--- src/rtl/sdram_ioctl_upload_if.sv ---
// sdram_ioctl_upload_if: hps_io upload port plus SDRAM read channel.
// slave is the uploader's view, master is the surrounding system's view.
interface sdram_ioctl_upload_if;
  logic        ioctl_upload;
  logic [26:0] ioctl_addr;
  logic        ioctl_rd;
  logic [15:0] ioctl_din;
  logic        ioctl_wait;
  logic [26:0] sdram_addr;
  logic        sdram_req;
  logic        sdram_rnw;
  logic [31:0] sdram_dout;
  logic        sdram_ready;
  logic        busy;

  modport slave (
    input  ioctl_upload, ioctl_addr, ioctl_rd,
    input  sdram_dout, sdram_ready,
    output ioctl_din, ioctl_wait,
    output sdram_addr, sdram_req, sdram_rnw, busy
  );

  modport master (
    output ioctl_upload, ioctl_addr, ioctl_rd,
    output sdram_dout, sdram_ready,
    input  ioctl_din, ioctl_wait,
    input  sdram_addr, sdram_req, sdram_rnw, busy
  );
endinterface

--- src/rtl/sdram_ioctl_upload.sv ---
// sdram_ioctl_upload: serves hps_io upload reads from SDRAM via a one-word cache.
// Optional next-word background prefetch: define UPLOAD_PREFETCH_EN.
module sdram_ioctl_upload #(
  parameter logic [26:0] BASE_ADDR  = 27'd0,
  parameter int unsigned SIZE_BYTES = 131072,
  parameter logic [15:0] FILL_VALUE = 16'hFFFF
) (
  input logic clk1x,
  input logic reset,
  sdram_ioctl_upload_if.slave bus
);

`ifdef UPLOAD_PREFETCH_EN
  localparam bit PF_EN = 1'b1;
`else
  localparam bit PF_EN = 1'b0;
`endif

  localparam logic [32:0] SIZE = 33'(SIZE_BYTES);

  typedef enum logic [1:0] {
    S_IDLE,
    S_WAIT,
    S_DRAIN,
    S_PF
  } state_t;

  state_t state, state_d;

  logic        upload_q;
  logic        cache_valid, cache_valid_d;
  logic [24:0] cache_tag, cache_tag_d;
  logic [31:0] cache_word, cache_word_d;
  logic [24:0] req_tag, req_tag_d;
  logic        req_half, req_half_d;
  logic        pend_valid, pend_valid_d;
  logic [26:0] pend_addr, pend_addr_d;
  logic [15:0] din, din_d;
  logic        stall, stall_d;
  logic        req, req_d;
  logic [26:0] addr, addr_d;
  logic        busy, busy_d;

  logic        upload, rd, ready, rise;
  logic [26:0] rd_addr;
  logic [31:0] dout;

  logic        sv;
  logic [26:0] sv_addr;
  logic [24:0] sv_tag;
  logic        sv_oow, sv_hit, sv_miss;
  logic [15:0] sv_half;
  logic        cv_valid;
  logic [24:0] cv_tag;
  logic [31:0] cv_word;

  logic        pf_hit, pf_fill, pf_go;
  logic [24:0] pf_tag;

  assign upload  = bus.ioctl_upload;
  assign rd      = bus.ioctl_rd;
  assign rd_addr = bus.ioctl_addr;
  assign ready   = bus.sdram_ready;
  assign dout    = bus.sdram_dout;
  assign rise    = upload & ~upload_q;

  assign bus.ioctl_din  = din;
  assign bus.ioctl_wait = stall;
  assign bus.sdram_addr = addr;
  assign bus.sdram_req  = req;
  assign bus.sdram_rnw  = 1'b1;
  assign bus.busy       = busy;

  function automatic logic next_in_win(input logic [24:0] tag);
    logic [25:0] nxt;
    nxt = {1'b0, tag} + 26'd1;
    return {5'd0, nxt, 2'b00} < SIZE;
  endfunction

  function automatic logic [26:0] word_addr(input logic [24:0] tag);
    return BASE_ADDR + {tag, 2'b00};
  endfunction

  // pick the read being served this cycle: a fresh strobe or one held over a drain/prefetch
  always_comb begin
    sv = 1'b0;
    sv_addr = rd_addr;
    unique case (state)
      S_IDLE: sv = rd & upload;
      S_DRAIN, S_PF: begin
        sv = ready & upload & (pend_valid | rd);
        sv_addr = pend_valid ? pend_addr : rd_addr;
      end
      default: sv = 1'b0;
    endcase
  end

  // cache view: a completing prefetch counts as already cached
  always_comb begin
    if (state == S_PF && ready) begin
      cv_valid = 1'b1;
      cv_tag = req_tag;
      cv_word = dout;
    end else begin
      cv_valid = cache_valid & upload & ~rise;
      cv_tag = cache_tag;
      cv_word = cache_word;
    end
  end

  assign sv_tag  = sv_addr[26:2];
  assign sv_oow  = {6'd0, sv_addr} >= SIZE;
  assign sv_hit  = cv_valid && (cv_tag == sv_tag);
  assign sv_miss = sv && !sv_oow && !sv_hit;
  assign sv_half = sv_addr[1] ? cv_word[31:16] : cv_word[15:0];

  assign pf_hit  = PF_EN && sv && !sv_oow && sv_hit
                   && sv_addr[1] && next_in_win(sv_tag);
  assign pf_fill = PF_EN && state == S_WAIT && upload && ready
                   && req_half && next_in_win(req_tag);
  assign pf_go   = pf_hit || pf_fill;
  assign pf_tag  = (pf_hit ? sv_tag : req_tag) + 25'd1;

  // state register
  always_ff @(posedge clk1x) begin
    if (reset) state <= S_IDLE;
    else       state <= state_d;
  end

  // next-state decode
  always_comb begin
    state_d = state;
    unique case (state)
      S_IDLE: begin
        if (sv_miss)    state_d = S_WAIT;
        else if (pf_go) state_d = S_PF;
      end
      S_WAIT: begin
        if (!upload)    state_d = ready ? S_IDLE : S_DRAIN;
        else if (ready) state_d = pf_go ? S_PF : S_IDLE;
      end
      S_DRAIN: begin
        if (ready) state_d = sv_miss ? S_WAIT : S_IDLE;
      end
      S_PF: begin
        if (!upload)      state_d = ready ? S_IDLE : S_DRAIN;
        else if (ready) begin
          if (sv_miss)    state_d = S_WAIT;
          else if (pf_go) state_d = S_PF;
          else            state_d = S_IDLE;
        end
      end
      default: state_d = S_IDLE;
    endcase
  end

  // next values of outputs, cache and held request
  always_comb begin
    din_d = din;
    stall_d = stall;
    req_d = 1'b0;
    addr_d = addr;
    busy_d = busy;
    cache_valid_d = cache_valid;
    cache_tag_d = cache_tag;
    cache_word_d = cache_word;
    req_tag_d = req_tag;
    req_half_d = req_half;
    pend_valid_d = pend_valid;
    pend_addr_d = pend_addr;
    unique case (state)
      S_WAIT: begin
        if (!upload) begin
          stall_d = 1'b0;
          busy_d = ~ready;
        end else if (ready) begin
          cache_valid_d = 1'b1;
          cache_tag_d = req_tag;
          cache_word_d = dout;
          din_d = req_half ? dout[31:16] : dout[15:0];
          stall_d = 1'b0;
          busy_d = 1'b0;
        end
      end
      S_DRAIN: begin
        if (ready) busy_d = 1'b0;
        if (!upload) begin
          stall_d = 1'b0;
          pend_valid_d = 1'b0;
        end else if (rd && !pend_valid) begin
          pend_valid_d = 1'b1;
          pend_addr_d = rd_addr;
          stall_d = 1'b1;
        end
      end
      S_PF: begin
        if (!upload) begin
          stall_d = 1'b0;
          busy_d = ~ready;
          pend_valid_d = 1'b0;
        end else begin
          if (rd && !pend_valid) begin
            pend_valid_d = 1'b1;
            pend_addr_d = rd_addr;
            stall_d = 1'b1;
          end
          if (ready) begin
            cache_valid_d = 1'b1;
            cache_tag_d = req_tag;
            cache_word_d = dout;
            busy_d = 1'b0;
          end
        end
      end
      default: begin
      end
    endcase
    if (sv) begin
      pend_valid_d = 1'b0;
      if (sv_oow) begin
        din_d = FILL_VALUE;
        stall_d = 1'b0;
      end else if (sv_hit) begin
        din_d = sv_half;
        stall_d = 1'b0;
      end else begin
        req_d = 1'b1;
        addr_d = word_addr(sv_tag);
        stall_d = 1'b1;
        busy_d = 1'b1;
        req_tag_d = sv_tag;
        req_half_d = sv_addr[1];
      end
    end
    if (pf_go) begin
      req_d = 1'b1;
      addr_d = word_addr(pf_tag);
      busy_d = 1'b1;
      req_tag_d = pf_tag;
    end
    if (!upload || rise) cache_valid_d = 1'b0;
    if (!upload) pend_valid_d = 1'b0;
  end

  // datapath registers
  always_ff @(posedge clk1x) begin
    if (reset) begin
      upload_q <= 1'b0;
      cache_valid <= 1'b0;
      cache_tag <= '0;
      cache_word <= '0;
      req_tag <= '0;
      req_half <= 1'b0;
      pend_valid <= 1'b0;
      pend_addr <= '0;
      din <= '0;
      stall <= 1'b0;
      req <= 1'b0;
      addr <= '0;
      busy <= 1'b0;
    end else begin
      upload_q <= upload;
      cache_valid <= cache_valid_d;
      cache_tag <= cache_tag_d;
      cache_word <= cache_word_d;
      req_tag <= req_tag_d;
      req_half <= req_half_d;
      pend_valid <= pend_valid_d;
      pend_addr <= pend_addr_d;
      din <= din_d;
      stall <= stall_d;
      req <= req_d;
      addr <= addr_d;
      busy <= busy_d;
    end
  end

endmodule

--- src/flat_wrapper.sv ---
// flat-port wrapper written by rule: the top's interface ports become plain ports
module sdram_ioctl_upload_flat 
#(
  parameter logic [26:0] BASE_ADDR  = 27'd0,
  parameter int unsigned SIZE_BYTES = 131072,
  parameter logic [15:0] FILL_VALUE = 16'hFFFF
)
  (clk1x, reset, bus_ioctl_upload, bus_ioctl_addr, bus_ioctl_rd, bus_sdram_dout, bus_sdram_ready, bus_ioctl_din, bus_ioctl_wait, bus_sdram_addr, bus_sdram_req, bus_sdram_rnw, bus_busy);
  sdram_ioctl_upload_if bus_i ();
  input logic clk1x;
  input logic reset;
  input wire logic [$bits(bus_i.ioctl_upload)-1:0] bus_ioctl_upload;
  input wire logic [$bits(bus_i.ioctl_addr)-1:0] bus_ioctl_addr;
  input wire logic [$bits(bus_i.ioctl_rd)-1:0] bus_ioctl_rd;
  input wire logic [$bits(bus_i.sdram_dout)-1:0] bus_sdram_dout;
  input wire logic [$bits(bus_i.sdram_ready)-1:0] bus_sdram_ready;
  output wire logic [$bits(bus_i.ioctl_din)-1:0] bus_ioctl_din;
  output wire logic [$bits(bus_i.ioctl_wait)-1:0] bus_ioctl_wait;
  output wire logic [$bits(bus_i.sdram_addr)-1:0] bus_sdram_addr;
  output wire logic [$bits(bus_i.sdram_req)-1:0] bus_sdram_req;
  output wire logic [$bits(bus_i.sdram_rnw)-1:0] bus_sdram_rnw;
  output wire logic [$bits(bus_i.busy)-1:0] bus_busy;
  assign bus_i.ioctl_upload = bus_ioctl_upload;
  assign bus_i.ioctl_addr = bus_ioctl_addr;
  assign bus_i.ioctl_rd = bus_ioctl_rd;
  assign bus_i.sdram_dout = bus_sdram_dout;
  assign bus_i.sdram_ready = bus_sdram_ready;
  assign bus_ioctl_din = bus_i.ioctl_din;
  assign bus_ioctl_wait = bus_i.ioctl_wait;
  assign bus_sdram_addr = bus_i.sdram_addr;
  assign bus_sdram_req = bus_i.sdram_req;
  assign bus_sdram_rnw = bus_i.sdram_rnw;
  assign bus_busy = bus_i.busy;
  sdram_ioctl_upload #(.BASE_ADDR(BASE_ADDR), .SIZE_BYTES(SIZE_BYTES), .FILL_VALUE(FILL_VALUE)) u_core (.clk1x(clk1x), .reset(reset), .bus(bus_i));
endmodule
--- config.mk ---
export PLATFORM = sky130hd
export DESIGN_NAME = sdram_ioctl_upload_flat
export DESIGN_NICKNAME = d
export VERILOG_FILES = /design/src/rtl/sdram_ioctl_upload_if.sv /design/src/rtl/sdram_ioctl_upload.sv /design/src/flat_wrapper.sv
export SDC_FILE = /design/constraint.sdc
export NUM_CORES = 1
export LEC_CHECK = 0
export CORE_ASPECT_RATIO = 1.25
export CORE_MARGIN = 3
export CORE_UTILIZATION = 30
export DETAILED_ROUTE_END_ITERATION = 8
export GPL_TIMING_DRIVEN = 0
export SLEW_MARGIN = 40
export SYNTH_ARGS = -nofsm -noshare
export SYNTH_HDL_FRONTEND = slang
export SYNTH_SLANG_ARGS = --single-unit
--- constraint.sdc ---
create_clock -name clk1x -period 3 [get_ports clk1x]
set_clock_uncertainty 0.1 [all_clocks]
set_input_delay 0.75 -clock clk1x [delete_from_list [all_inputs] [get_ports clk1x]]
set_output_delay 0.75 -clock clk1x [all_outputs]
set_load 0.1 [all_outputs]
==> metrics.csv <==
metric;value;unit
status;completed;
whs_endpoint;u_core.cache_valid;
hold_depth;2;
drv_cap;0;
reg2reg_from;u_core.pend_valid;
synthTopCellsByCount;nand2_1 (174), dfxtp_1 (133), a21oi_1 (106), mux2i_1 (61), clkbuf_1 (44);
seqCellArea;2670;µm²
stdcell_count;1184;
drive_gt1_frac;0.204;
clock-sinks;133;
syn_inst;754;
io_pins;111;
start_kind;primary input;
worstReg2RegEnd;u_core.req_half;
crit_path_end_kind;flop;
clock_path_buffers;2;
synth-edff-count;0;
io_buffers;105;
antenna_found_initial;0;
fin_ws;0.0609;ns
die_w;138;µm
holdWs;0.347;ns
fmax;340;MHz
critical_path_class;in -> reg;
finalCritPeriodShare;0.980;
cts_buffers;17;
antenna_left;0;
grt_pass1_vias;6003;
hold_viol;0;
yosysTopAreaCell;dfxtp_1;
cp.required;3.19;ns
async_reset_ff_frac;0;
critPathArrivalTime;3.12;ns
drv_slew;0;
cts_hold_buffers;0;
vias;6078;
area_growth;35.0;%
synthTopCellsByArea;dfxtp_1 (41%), nand2_1 (10%), mux2i_1 (9.3%);
setup_viol;0;
row_count;59;
synthFlopType;dfxtp_1;
relSlewSlack;0.492;
yosysTopAreaCellShare;0.407;
nets;961;
finalCriticalPeriod;2.94;ns
cts.clk_slew.worst_paths;0.06;ns
grt_start_max_net_pins;17;
synth_area;6540;µm²
drc_errors;0;
crit_fanout;6;
hp-class;reg -> reg;
drtIter0Drc;416;
routabilityCongestion;0.879;
grt_pass1_wl;33.9;mm
utilization;0.418;
core;21100;µm²
multiInputGateArea;3780;µm²
place_worst_setup_slack;-1.16;ns
grt-ovfl-total;0;
synth.distinct_cells;49;
wl_per_cell;18.1;µm
antennaDiodeCount;0;
leakage;3.09;nW
clk_latency;0.43;ns
wirelength;21.4;mm
clock-root-buffer;clkbuf_16;
ff2ff_setup_slack;0.08;ns
r2r_cells;10;
track_usage;0.182;
ys_warn_count;0;
seq_area_frac_synth;0.407;
start_util;0.310;
dr.pass1.iters;5;
dieArea;23600;µm²
tns;0;ns
synth_most_common_cell;nand2_1;
hpwl;15.2;mm
min_from;u_core.upload_q;
p_per_area;508;nW/µm²
num-fill-cells;2126;
worst_pin_slew;0.761;ns
tritoncts;built;
die_h;171;µm
h-tree-depth;4;
ys_seq_elements;133;
numPlacedInstances;1134;
routed_via_density;5.13;
synth_area_per_cell;8.68;µm²
ir_worst_vdd;0.000414;V
==> area by class of cell <==
cell class / instances / share of cell area
Clock inverter: 15 / 0.0231
Tap cell: 274 / 0.0388
Inverter: 5 / 0.00212
Clock buffer: 17 / 0.0482
Multi-Input combinational cell: 551 / 0.427
Sequential cell: 133 / 0.302
Timing Repair Buffer: 123 / 0.116
Buffer: 66 / 0.0425
==> critical path, cell delays in order <==
cell and delay, ns:
clkdlybuf4s50_1 0.46, mux2i_4 0.25, nor2_1 0.09, o32a_1 0.40, nor4_4 0.30, buf_6 0.18
a31oi_4 0.14, buf_6 0.19, buf_6 0.14, nor2_1 0.15, a211oi_2 0.06
==> flip-flops by register name (all words and copies together) (netlist names) <==
name,count
u_core.state,2
u_core.cache_word,32
u_core.upload_q,1
u_core.bus.ioctl_din,16
u_core.bus.busy,1
u_core.pend_addr,26
u_core.pend_valid,1
u_core.req_half,1
u_core.cache_tag,25
u_core.bus.sdram_req,1
u_core.bus.ioctl_wait,1
u_core.cache_valid,1
u_core.req_tag,25
==> stage by stage <==
step,area [µm²],power (W)
final,8830,0.00449
after global placement,7950,0.00227
after detailed placement,7730,0.00226
after CTS,8670,0.00451
after floorplan,6550,0.00209
after global routing,8830,0.00461
==> per-layer routing <==
metal | track usage | wire (µm) | vias up | part of all wire
met4 | 0.0645 | 398 | 0 | 0.019
met3 | 0.0341 | 1100 | 29 | 0.051
met2 | 0.316 | 10600 | 198 | 0.50
li1 | - | - | 2967 | -
met1 | 0.229 | 9260 | 2884 | 0.43
met5 | 0 | 0 | - | 0
==> cells by family (layout without fill, tap and decap cells) <==
logic type	Yosys count	after routing	synth area share
multiplexers	80	80	0.156
AND/OR/NAND/NOR	256	257	0.166
flip-flops	133	133	0.407
AO/OA/AOI/OAI	186	186	0.189
XOR/XNOR	25	25	0.0335
other	2	3	0.00115
buffers and inverters	72	226	0.0478
==> how the worst max path moves through the flow <==
| stage | start | to | slack (ns) |
|---|---|---|---|
| floorplan | bus_sdram_ready | u_core.bus.ioctl_din[0] | 0.02 |
| global placement | bus_sdram_ready | u_core.req_tag[22] | -1.18 |
| detailed placement | bus_sdram_ready | u_core.req_tag[16] | -1.16 |
| CTS | bus_sdram_ready | u_core.req_tag[11] | 0.0002 |
| global route | u_core.state[1] | u_core.req_tag[8] | -0.004 |
| finish | bus_ioctl_addr[15] | u_core.req_tag[8] | 0.06 |
==> timing repair <==
action                                  CTS  global route
setup buffers                             8             8
endpoints found under the hold margin     0             0
pin swaps                                13            10
gates resized for setup                  54            31
gates cloned                              3             0
endpoints found under the setup margin   46            43
==> cell usage in the layout (no fill, tap or decap), types with 15 or more instances in the layout <==
cell type	netlist	final
nor2_1	41	37
mux4_2	16	16
nand2_1	174	173
mux2i_1	61	47
a31oi_1	17	17
dfxtp_1	133	132
clkbuf_1	44	35
buf_2	7	45
buf_4	9	16
xnor2_1	24	23
clkbuf_16	0	17
clkdlybuf4s50_1	0	58
a41oi_1	15	15
a221oi_1	17	16
a21oi_1	106	106
==> power breakdown <==
part	internal [W]	total (W)	leakage [nW]	switching, W
Clock	0.00140	0.00225	0.296	0.000856
Sequential	0.00178	0.00179	1.08	0.00000857
Combinational	0.000151	0.000446	1.72	0.000295
Power figures use the tool's default switching activity.
